### src/rtl/adder_pkg.sv
// Shared definitions for the serial arithmetic blocks: FSM state encoding and default width.
package adder_pkg;

  typedef enum logic [1:0] {
    IDLE  = 2'd0,
    SHIFT = 2'd1,
    DONE  = 2'd2
  } state_e;

  localparam int DEFAULT_WIDTH = 8;

endpackage

### src/rtl/full_subtractor.sv
// One-bit full subtractor cell: d = x - y - bin, with borrow-out. Purely combinational.
module full_subtractor (
  input  logic x,
  input  logic y,
  input  logic bin,
  output logic d,
  output logic bout
);

  assign d    = x ^ y ^ bin;
  assign bout = (~x & y) | (~(x ^ y) & bin);

endmodule

### src/rtl/serial_subtractor.sv
// Bit-serial LSB-first subtractor: diff = a - b - bin in WIDTH shift cycles after acceptance.
// Operands accepted only in IDLE; the result is held in DONE until diff_ready.
module serial_subtractor
  import adder_pkg::*;
#(
  parameter int WIDTH = DEFAULT_WIDTH
) (
  input  logic             clk,
  input  logic             rst_n,
  input  logic             start_valid,
  output logic             start_ready,
  input  logic [WIDTH-1:0] a,
  input  logic [WIDTH-1:0] b,
  input  logic             bin,
  output logic             diff_valid,
  input  logic             diff_ready,
  output logic [WIDTH-1:0] diff,
  output logic             bout,
  output logic             overflow
);

  localparam int CNT_W = $clog2(WIDTH);

  state_e           state_q, state_d;
  logic [CNT_W-1:0] cnt_q, cnt_d;
  logic             br_q, br_d;
  logic [WIDTH-1:0] a_sh_q, a_sh_d;
  logic [WIDTH-1:0] b_sh_q, b_sh_d;
  logic             a_msb_q, a_msb_d;
  logic             b_msb_q, b_msb_d;
  logic [WIDTH-1:0] diff_q, diff_d;
  logic             bout_q, bout_d;
  logic             ovf_q, ovf_d;
  logic             cell_d, cell_bout;

  full_subtractor u_cell (
    .x    (a_sh_q[0]),
    .y    (b_sh_q[0]),
    .bin  (br_q),
    .d    (cell_d),
    .bout (cell_bout)
  );

  always_comb begin
    state_d = state_q;
    cnt_d   = cnt_q;
    br_d    = br_q;
    a_sh_d  = a_sh_q;
    b_sh_d  = b_sh_q;
    a_msb_d = a_msb_q;
    b_msb_d = b_msb_q;
    diff_d  = diff_q;
    bout_d  = bout_q;
    ovf_d   = ovf_q;
    case (state_q)
      IDLE: begin
        if (start_valid) begin
          a_sh_d  = a;
          b_sh_d  = b;
          br_d    = bin;
          a_msb_d = a[WIDTH-1];
          b_msb_d = b[WIDTH-1];
          cnt_d   = '0;
          state_d = SHIFT;
        end
      end
      SHIFT: begin
        // The minuend register doubles as the result register: each
        // difference bit fills the MSB vacated by the right shift.
        a_sh_d = {cell_d, a_sh_q[WIDTH-1:1]};
        b_sh_d = {1'b0, b_sh_q[WIDTH-1:1]};
        br_d   = cell_bout;
        cnt_d  = cnt_q + CNT_W'(1);
        if (cnt_q == CNT_W'(WIDTH - 1)) begin
          diff_d  = a_sh_d;
          bout_d  = cell_bout;
          ovf_d   = (a_msb_q != b_msb_q) && (cell_d != a_msb_q);
          state_d = DONE;
        end
      end
      DONE: begin
        if (diff_ready) begin
          state_d = IDLE;
        end
      end
      default: state_d = IDLE;
    endcase
  end

  always_ff @(posedge clk or negedge rst_n) begin
    if (!rst_n) begin
      state_q <= IDLE;
      cnt_q   <= '0;
      br_q    <= 1'b0;
      a_sh_q  <= '0;
      b_sh_q  <= '0;
      a_msb_q <= 1'b0;
      b_msb_q <= 1'b0;
      diff_q  <= '0;
      bout_q  <= 1'b0;
      ovf_q   <= 1'b0;
    end else begin
      state_q <= state_d;
      cnt_q   <= cnt_d;
      br_q    <= br_d;
      a_sh_q  <= a_sh_d;
      b_sh_q  <= b_sh_d;
      a_msb_q <= a_msb_d;
      b_msb_q <= b_msb_d;
      diff_q  <= diff_d;
      bout_q  <= bout_d;
      ovf_q   <= ovf_d;
    end
  end

  assign start_ready = (state_q == IDLE);
  assign diff_valid  = (state_q == DONE);
  assign diff        = diff_q;
  assign bout        = bout_q;
  assign overflow    = ovf_q;

endmodule

### config.mk
export PLATFORM = sky130hd
export DESIGN_NAME = serial_subtractor
export DESIGN_NICKNAME = d
export VERILOG_FILES = /design/src/rtl/adder_pkg.sv /design/src/rtl/full_subtractor.sv /design/src/rtl/serial_subtractor.sv
export SDC_FILE = /design/constraint.sdc
export NUM_CORES = 1
export LEC_CHECK = 0
export ABC_AREA = 1
export CAP_MARGIN = 20
export CORE_MARGIN = 2
export CORE_UTILIZATION = 50
export DETAILED_ROUTE_END_ITERATION = 8
export GPL_ROUTABILITY_DRIVEN = 0
export PLACE_DENSITY = 0.8
export SYNTH_ARGS = -nofsm -noshare
export SYNTH_HDL_FRONTEND = slang
export SYNTH_HIERARCHICAL = 1
export SYNTH_SLANG_ARGS = --single-unit
### constraint.sdc
create_clock -name clk -period 3.5 [get_ports clk]
set_input_delay 0.875 -clock clk [delete_from_list [all_inputs] [get_ports clk]]
set_output_delay 0.875 -clock clk [all_outputs]
set_load 0.02 [all_outputs]
Word-level counts from Yosys, hierarchy flattened
Cells that the tools add are included.

word-level totals
  output and inout bits = 12
  memories kept = 0
  input port bits = 21
  bits in latches = 0
  RAM bits = 0
  flip-flop bits (word level) = 34
  bits in read-only memories = 0
  word-level logic and storage cells = 45

cells by class
  $mul = 0
  eq/ne operators = 8
  divide/modulo/power cells = 0
  shift operators = 0
  mux-type cells = 12
  add/sub/neg operators = 1
  order comparisons = 0
  reductions and logical operators = 7
  bitwise gates (word level) = 7

operators by type and width
  operator               number
  $pmux W8 S2            2
  $mux W8                2
  $mux W2                3
  $pmux W2 S3            1
  $pmux W3 S2            1
  $reduce_and A2 Y1      3
  $ne A2 B2 Y1 const B   2
  $add A3 B1 Y3 const B  1
  $eq A3 B3 Y1 const B   1
  $mux W3                1
  $reduce_and A3 Y1      1
  $and A1 B1 Y1          2
  $eq A2 B1 Y1 const B   1
  $eq A2 B2 Y1 const B   1
  $logic_not A2 Y1       1
  $ne A1 B1 Y1           2
  $ne A2 B1 Y1 const B   1
  $not A1 Y1             2
  $pmux W1 S2            1
  $reduce_bool A2 Y1     1
  $xor A1 B1 Y1          2
  $logic_and A1 B1 Y1    1
  $mux W1                1
  $or A1 B1 Y1           1

Logic depth before layout (Yosys ltp)
  depth after elaboration = 5
  gate-level depth with buffers = 7

Cells and area by module
Netlist, hierarchy kept.

modules (own cells, without submodules)
  module             cells each  sequential area each (um2)  area an instance (um2)  instances
  serial_subtractor  202         850.8                       1605.3                  1
  full_subtractor    4           0.0                         31.3                    1

Least setup slack after synthesis
No wires, ideal clock.

  path type = reg2out
  start = register state_q[0]
  end = output port diff_valid
  arrival = 1.001 ns
  buffers on the path = 2
  stages on the path, launching flop included = 4
  setup slack = 1.624 ns
  data required time = 2.625 ns
  cells stage by stage = dfrtp_1 buf_6 buf_4 nor2_1

on the way
  cells in the longest elaborated chain, start to end = 1

ends and longest elaborated chain
  element                 line                      text
  from (decl)             serial_subtractor.sv:24   state_e state_q, state_d;
  from (signal assigned)  serial_subtractor.sv:103  state_q <= state_d;
  $eq A2 B2 Y1            serial_subtractor.sv:117  assign diff_valid = (state_q == DONE);
  to (decl)               serial_subtractor.sv:15   output logic diff_valid,

Every way passes these cells.

Final worst setup path
Ends and elaborated chain as after synthesis.

==> run summary <==
Setup slack at placement: 1.14 ns. The period utilization works out to 73.9%. TritonCTS built the clock tree. The H-tree depth is 2, and the cell area after layout is 2020 um^2. The residual DRC count was 0; the clock power share was 12.4%.

IR analysis of the VDD net gives a maximum drop of 0.449 mV. Gates resized during post-CTS repair numbered 0. In the global route stage, overall resource usage came out at 21.0%. The worst register-to-register path begins at state_q[0].

The remaining antenna violation count after routing is 0, and the row count is 20. STA classifies the critical path endpoint as an output pin. The minimum setup slack in the final design was 0.915 ns; the filler cell count in the final layout was 283. The tools report the maximum number of pins on one net before global-route repair as 35. Combinational cells account for 47.7% of the total power.

The floorplan step set the die width to 61.2 um. The number of storage elements in the synthesis netlist works out to 34. The number of nets handed over by synthesis was 230. The logs give 206 for the number of instances in the synthesized netlist and 3240 um for the routed wire length.

In the layout the commonest cells are sky130_fd_sc_hd__nand2_1 (119), sky130_fd_sc_hd__dfrtp_1 (34), sky130_fd_sc_hd__clkdlybuf4s50_1 (32), sky130_fd_sc_hd__nand3_1 (19), sky130_fd_sc_hd__inv_1 (9). From synthesis to final layout, the design area changed by 23.2%. The number of different library cells used by synthesis comes to 19. The tools report the worst hold endpoint as diff[5]. The logs give 52.0% for the register area share after synthesis and 1,357 for the via total after detailed routing. The number of failing setup endpoints in the final timing report was 0.

In this run the worst path has a maximum fanout of 20. A synthesized cell averages 7.94 um^2. The critical path in this run is classified as reg2out.

The final hold violation count came out at 0. The worst setup path is launched from a flip-flop. The placed instances occupy a cell area of 1970 um^2. For the worst setup path, the data required time is 2.62 ns.

Data on the critical path arrives at its endpoint at 1.71 ns. Once detailed placement completed, the half-perimeter wirelength came to 2180 um. During I/O placement, the number of pins put on the boundary was 33.

Cells with a size suffix above 1 make up 6.67% of the layout. Most common cell after layout, fill and taps aside: sky130_fd_sc_hd__nand2_1. The number of buffers created by CTS was 5; the switching power share of the total was 42.6%. After routing, the total negative slack on setup checks comes to 0 ns. The count of buffers added on input and output ports is 32. Clock tree synthesis found a total of 34 sinks.

In this run the critical register-to-register path is captured at b_sh_q[0]. After clock tree synthesis, the clock-pin slew on the worst setup and hold paths is 0.10 ns. For this design the ratio of total power to cell area is 838 nW/um^2. The count of TritonRoute iterations in the first routing pass came out at 4.

Measured along the y axis, the die boundary spans 61.2 um. The worst-case register-to-register setup slack came out at 1.81 ns. The logic depth of the worst register-to-register path is 5, and the post-detailed-route wirelength per cell is 11.4 um. The hold path depth works out to 2. At the pin with the least slew margin, the transition time is 0.582 ns. The DRC violation total after the first TritonRoute iteration is 50. The run finished with clean final reports.

The core region is 3080 um^2. The die covers 3750 um^2. The max-slew violation total from the final report came out at 0. Based on the critical path, the design can be clocked at up to 387 MHz.

For the global-route congestion overflow total, the log shows 0. The via count of the first global-routing pass was 1,278; the number of buffers inserted for hold repair after clock tree synthesis was 0. For the power share of the sequential group, the log shows 39.9%. The tools report the number of antenna violations at the first check in global routing as 0. For the maximum clock skew at final layout, the log shows 0.00976 ns. In this run the worst hold path is classified as reg2reg. The internal power of the cells totals 0.970 mW. The worst pin sits at a relative slew slack of 61.2%. The switching power is 0.720 mW. The ratio of routed vias to standard cells works out to 4.78. The run gives 5590 um as the global-route wire length before repair.

Clock latency on the worst-skew pair, taken at its later pin, is 0.35 ns. Summed over all cells, the static leakage comes to 1.06 nW. The number of violations of the max-capacitance limit is 0.

Post-CTS timing repair inserted 0 buffers for setup. Setup repair after global routing left no endpoint under its margin. For this configuration, the core starts out at a cell density of 53.2%. The clock passes through at most 2 buffers. For the combined area of all synthesized cells, the log shows 1640 um^2. The number of antenna repair diodes came out at 0.

The Yosys step of the flow raised 6 warnings. Clock tree synthesis selected as its root buffer the cell sky130_fd_sc_hd__clkbuf_4. Number of nets in the layout: 264.

The startpoint of the most critical hold path was diff[5]. The routed design could run at a clock period as short as 2.59 ns.
-- worst max-delay path by stage --
| stage | from | slack, ns | cells after the start | end |
|---|---|---|---|---|
| floorplan | state_q[0] | 1.62 | 3 | diff_valid |
| global placement | start_valid | 1.16 | 5 | b_sh_q[2] |
| detailed placement | start_valid | 1.14 | 5 | b_sh_q[0] |
| CTS | state_q[0] | 0.91 | 3 | diff_valid |
| global route | state_q[0] | 0.84 | 3 | diff_valid |
| finish | state_q[0] | 0.91 | 3 | diff_valid |
-- per-layer routing --
layer / track usage, % / wire length [um] / vias to the layer above
li1: - / - / 704
met1: 26.8 / 1500 / 612
met2: 33.0 / 1520 / 37
met3: 6.93 / 198 / 4
met4: 9.01 / 31 / 0
met5: 0 / 0 / -
-- cell families after synthesis --
logic type | after synthesis | share of synthesized area [%]
buffers and inverters | 19 | 6.73
adders and majority gates | 3 | 2.75
AOI/OAI and AO/OA | 7 | 2.52
DFF | 34 | 52.0
and+or+nand+nor | 143 | 36.0
-- cells in the mapped netlist (all sizes together) --
library cell,count,share of area (%)
o31ai,1,0.46
nand2,120,29
inv,11,2.7
nand3,19,5.8
dfrtp,34,52
o21ai,6,2.1
fa,1,1.2
nor2,4,1.7
buf,8,4.1
ha,2,1.5
-- worst max-delay path, stage by stage, from the launching register on --
cell and delay, ns:
sky130_fd_sc_hd__dfrtp_1 0.40, sky130_fd_sc_hd__buf_4 0.23, sky130_fd_sc_hd__nor2_1 0.13, sky130_fd_sc_hd__clkdlybuf4s50_1 0.61
-- power groups by stage --
| stage | combinational (mW) | sequential [mW] | clock [mW] |
|---|---|---|---|
| 2_1_floorplan | 0.544 | 0.723 | 0 |
| 3_3_place_gp | 0.791 | 0.678 | 0 |
| 3_5_place_dp | 0.810 | 0.680 | 0 |
| 4_1_cts | 0.812 | 0.674 | 0.214 |
| 5_1_grt | 0.930 | 0.694 | 0.230 |
| 6_report | 0.807 | 0.674 | 0.209 |
-- through the flow --
| stage | util, % | hold slack [ns] | total power [mW] | std cells |
|---|---|---|---|---|
| 3_3_place_gp | 63.9 | 0.461 | 1.47 | 277 |
| 5_1_grt | 65.5 | 0.511 | 1.85 | 284 |
| 3_5_place_dp | 63.9 | 0.464 | 1.49 | 277 |
| 6_report | 65.5 | 0.486 | 1.69 | 284 |
| 2_1_floorplan | - | 0.446 | 1.27 | 206 |
| 4_1_cts | 65.5 | 0.490 | 1.70 | 284 |
-- area by class of cell --
type / count / area (um^2) / share of cell area (%)
timing repair buffer: 35 / 343 / 17.0
sequential: 34 / 851 / 42.2
clock inverter: 1 / 7.51 / 0.372
multi-input combinational: 153 / 676 / 33.5
clock buffer: 6 / 41.3 / 2.05
inverter: 11 / 43.8 / 2.17
tap: 44 / 55.1 / 2.73
-- flip-flops by register name, indices dropped and copies added, names as in the netlist --
| signal | flops |
|---|---|
| a_msb_q | 1 |
| a_sh_q | 8 |
| b_msb_q | 1 |
| b_sh_q | 8 |
| bout | 1 |
| br_q | 1 |
| cnt_q | 3 |
| diff | 8 |
| overflow | 1 |
| state_q | 2 |
No activity file was read; power rests on OpenSTA's default activity.
==> RTL edit 1: new RTL, same settings <==
Register the output `overflow` once more; this adds one clock of latency there. The other outputs are not delayed to match.
--- a/src/rtl/serial_subtractor.sv
+++ b/src/rtl/serial_subtractor.sv
@@ -117,7 +117,9 @@
   assign diff_valid  = (state_q == DONE);
   assign diff        = diff_q;
   assign bout        = bout_q;
-  assign overflow    = ovf_q;
+  always_ff @(posedge clk) begin
+    overflow <= ovf_q;
+  end
 
 endmodule
 
Check against the original RTL: not equivalent (a bounded check fails within 10 cycles, from zero or initial values and one cycle with rst_n low).
==> RTL edit 1 against the original RTL <==
Maximum frequency is 1.9% lower; wire length is 1.5% higher; design area is 2.9% higher; setup slack worse by 50 ps; total power is 6.5% higher; synthesized area is 1.2% higher; sequential cell count is 1 higher; via count is 1.1% higher.
==> RTL edit 1: results (changes against the original RTL) <==
[sta]
whs_ps=384  ; -103 ps
fin_ws_ps=864  ; -50.4 ps
fin_skew_ps=8.15  ; -1.61 ps

[grt]
grt_pass1_wl_mm=5.64  ; +0.98%
grt_usage_pct=20.8  ; -0.21 points

[power_and_ir_drop]
peakVddDrop_v=0.000464  ; +3.4%
p_leak_nw=1.10  ; +3.0%

[synth]
synth_nets=231  ; +0.43%
syn_avg_cell_area_um2=8.00  ; +0.73%
yosys.cell_types.count=20  ; +1
ys_async_sr_fraction_pct=97.1  ; -2.9 points

[worst_setup_path]
path_max_fanout=17  ; -15%
r2r_slack_ps=2050  ; +240 ps

[drt]
wl_per_cell_um=11.5  ; +0.83%
drtIter0Drc=44  ; -12%
dr.pass1.iters=5  ; +1
vias=1372  ; +1.1%

[cells_and_area]
drive_above_1_share_pct=7.44  ; +0.77 points
stdcell_count=286  ; +0.70%
nNetsFinal=265  ; +0.38%

[placement]
placed_area_mm2=0.00199  ; +1.0%
place_inst=278  ; +0.36%

[die]
fp.dieW_um=61.6  ; +0.57%

[worst_hold_path]
whs_path_depth=0  ; -2
holdPathEnd=overflow$_DFF_P_

[status]
status=completed

## RTL edit 1: per-layer routing
metal	track usage [%]	part of all wire [%]	vias up
li1	-	-	707
met1	26.0	45	620
met2	33.2	47	35
met3	5.25	5.2	10
met4	10.9	2.4	0
met5	0	0	-
## RTL edit 1: power breakdown
group | switching, mW | internal, mW
logic | 0.471 | 0.325
clock network | 0.139 | 0.169
registers | 0.114 | 0.583
## RTL edit 1: kinds of logic after synthesis
| group | after synthesis | share of synthesized area [%] |
|---|---|---|
| simple gates | 143 | 35.6 |
| flops | 35 | 52.6 |
| buf+inv | 19 | 6.65 |
| compound gates | 7 | 2.49 |
| fa+ha+maj | 3 | 2.72 |
## RTL edit 1: cell type report
type | instances | area [µm²]
flip-flops and latches | 35 | 871
clock buffers | 6 | 51.3
well taps | 44 | 55.1
repair buffers | 35 | 343
clock inverters | 2 | 35.0
multi-input cells | 153 | 676
fillers | 280 | 1030
inverters | 11 | 43.8
==> RTL edit 2: new RTL, same settings <==
Made on the original files. Set the package constant `DEFAULT_WIDTH` to 16 (it was 8).
--- a/src/rtl/adder_pkg.sv
+++ b/src/rtl/adder_pkg.sv
@@ -7,7 +7,7 @@
     DONE  = 2'd2
   } state_e;
 
-  localparam int DEFAULT_WIDTH = 8;
+  localparam int DEFAULT_WIDTH = 16;
 
 endpackage
 
Interface: changed (resized a, b and diff); port bits go from 33 to 57. No check against the original RTL was run, so the function may have changed too.
==> RTL edit 2 against the original RTL <==
Setup slack got worse by 130 ps; synthesized area rose by 74%; wire length rose by 95%; total power rose by 82%; design area rose by 76%; non-clock buffer count rose by 24; combinational power rose by 61%; worst hold slack got worse by 17 ps; sequential cell count rose by 25; largest cell class unchanged.
==> RTL edit 2: results (changes against the original RTL) <==
[worst_setup_path]
r2r.worst_path.cells=6  ; +1
r2r_slack_ps=1580  ; -230 ps
cp.arrival_ps=1840  ; +130 ps
crit_end=start_ready
rr_startpoint=state_q[0]$_DFFE_PN0P_
timing.rr.end=diff[6]$_DFFE_PN0P_
path_max_fanout=18  ; -10%
cp-start-kind=flop

[cts]
cts_buffer_depth=2  ; unchanged
htreeDepth=3  ; +1
cts-root-buf=clkbuf_8
post_cts_buffers=0  ; unchanged
cts_made_buffers=9  ; +4
clock_latency_ps=340
path_clk_slew_ps=60  ; -40 ps
ctsResizeCount=0  ; unchanged

[power_and_ir_drop]
peakVddDrop_v=0.000351  ; -22%
p_leak_nw=1.90  ; +78%
p_sw_share_pct=40.9  ; -1.7 points

[synth]
ys_async_sr_fraction_pct=100  ; unchanged
ys_seq_area_share_pct=51.8  ; -0.23 points
yosys.cell_types.count=24  ; +5
yosys-top-cells-count=nand2_1 (223), dfrtp_1 (59), nand3_1 (36)
ys_warn_count=6  ; unchanged
synthFlopType=dfrtp_1
synth_area_leaders=dfrtp_1 (52%), nand2_1 (29%), nand3_1 (6.3%)
synth_nets=406  ; +77%

[drt]
wl_per_cell_um=12.8  ; +12%
drtIter0Drc=186  ; +270%
viasPerCell=5.07  ; +6.1%
dr.pass1.iters=4  ; unchanged

[placement]
io_buffers=56  ; +75%
dp_hpwl_mm=4.03  ; +85%

[sta]
max_slew_margin_pct=36.3  ; -25 points
fin_skew_ps=6.65  ; -3.11 ps

[grt]
grt_usage_pct=22.9  ; +1.9 points
first_global_vias=2531  ; +98%
grt_max_degree=42  ; +20%
grt_pass1_wl_mm=11.1  ; +99%
antenna_found_initial=0  ; unchanged

[cells_and_area]
drive_above_1_share_pct=6.15  ; -0.52 points
nNetsFinal=457  ; +73%
n_antenna_cell=0  ; unchanged
area_delta_synth_final_pct=24.5

[worst_hold_path]
hp-class=flop to flop

[status]
status=completed

## RTL edit 2: changes by cell type after synthesis, moves of 2 or more
cell,unedited run,this run
nor2_2,2,0
buf_6,3,6
dfrtp_1,34,59
o21ai_0,1,5
nand3_1,19,36
o21ai_1,4,0
buf_2,2,12
nand2_1,119,223
buf_4,3,0
## RTL edit 2: final cells by class
class / count / area, µm²
fillers: 467 / 1960
flip-flops and latches: 59 / 1480
multi-input cells: 278 / 1190
repair buffers: 59 / 578
clock buffers: 14 / 163
well taps: 72 / 90.1
inverters: 11 / 45.0
clock inverters: 2 / 10.0
## RTL edit 2: critical path: stages, from the launching register on
cell and delay [ps]:
dfrtp_1 600, nor2_1 270, clkdlybuf4s50_1 640
## RTL edit 2: worst min-delay path by stage
stage / start / to / cells after the start
after floorplan: b_sh_q[0]$_DFFE_PN0P_ / b_sh_q[0]$_DFFE_PN0P_ / 2
after global placement: diff[9]$_DFFE_PN0P_ / diff[9]$_DFFE_PN0P_ / 2
after detailed placement: bout$_DFFE_PN0P_ / bout$_DFFE_PN0P_ / 2
after CTS: bout$_DFFE_PN0P_ / bout$_DFFE_PN0P_ / 2
after global routing: diff[11]$_DFFE_PN0P_ / diff[11]$_DFFE_PN0P_ / 2
final: bout$_DFFE_PN0P_ / bout$_DFFE_PN0P_ / 2
## RTL edit 2: kinds of logic (layout without fill, tap and decap cells)
family / count (synthesis) / count (layout) / synth area share, %
and+or+nand+nor: 268 / 268 / 38.8
buffers and inverters: 30 / 86 / 6.58
xor gates and xnor gates: 1 / 1 / 0.307
DFF: 59 / 59 / 51.8
adders and majority gates: 2 / 2 / 1.14
AOI/OAI and AO/OA: 7 / 7 / 1.45
## RTL edit 2: power groups by stage
| stage | Clock [mW] | Sequential [mW] | Combinational (mW) |
|---|---|---|---|
| floorplan | 0 | 1.26 | 0.882 |
| global placement | 0 | 1.21 | 1.26 |
| detailed placement | 0 | 1.22 | 1.31 |
| CTS | 0.562 | 1.22 | 1.32 |
| global route | 0.589 | 1.26 | 1.51 |
| finish | 0.552 | 1.22 | 1.30 |
## RTL edit 2: through the flow
stage	utilization, %	instances	hold WS, ps	worst slack (ps)	area, µm²
floorplan	-	367	449	1670	2850
global placement	61.3	479	454	1080	3380
detailed placement	61.3	479	457	1000	3380
CTS	64.5	495	474	767	3550
global route	64.5	495	490	656	3550
finish	64.5	495	469	788	3550
## RTL edit 2: metal layers
| metal | wire length [µm] | up-vias | track usage, % |
|---|---|---|---|
| met5 | 0 | - | 0 |
| met4 | 138 | 0 | 13.6 |
| met3 | 376 | 14 | 4.30 |
| met2 | 3040 | 92 | 37.4 |
| met1 | 2770 | 1166 | 28.3 |
| li1 | - | 1238 | - |
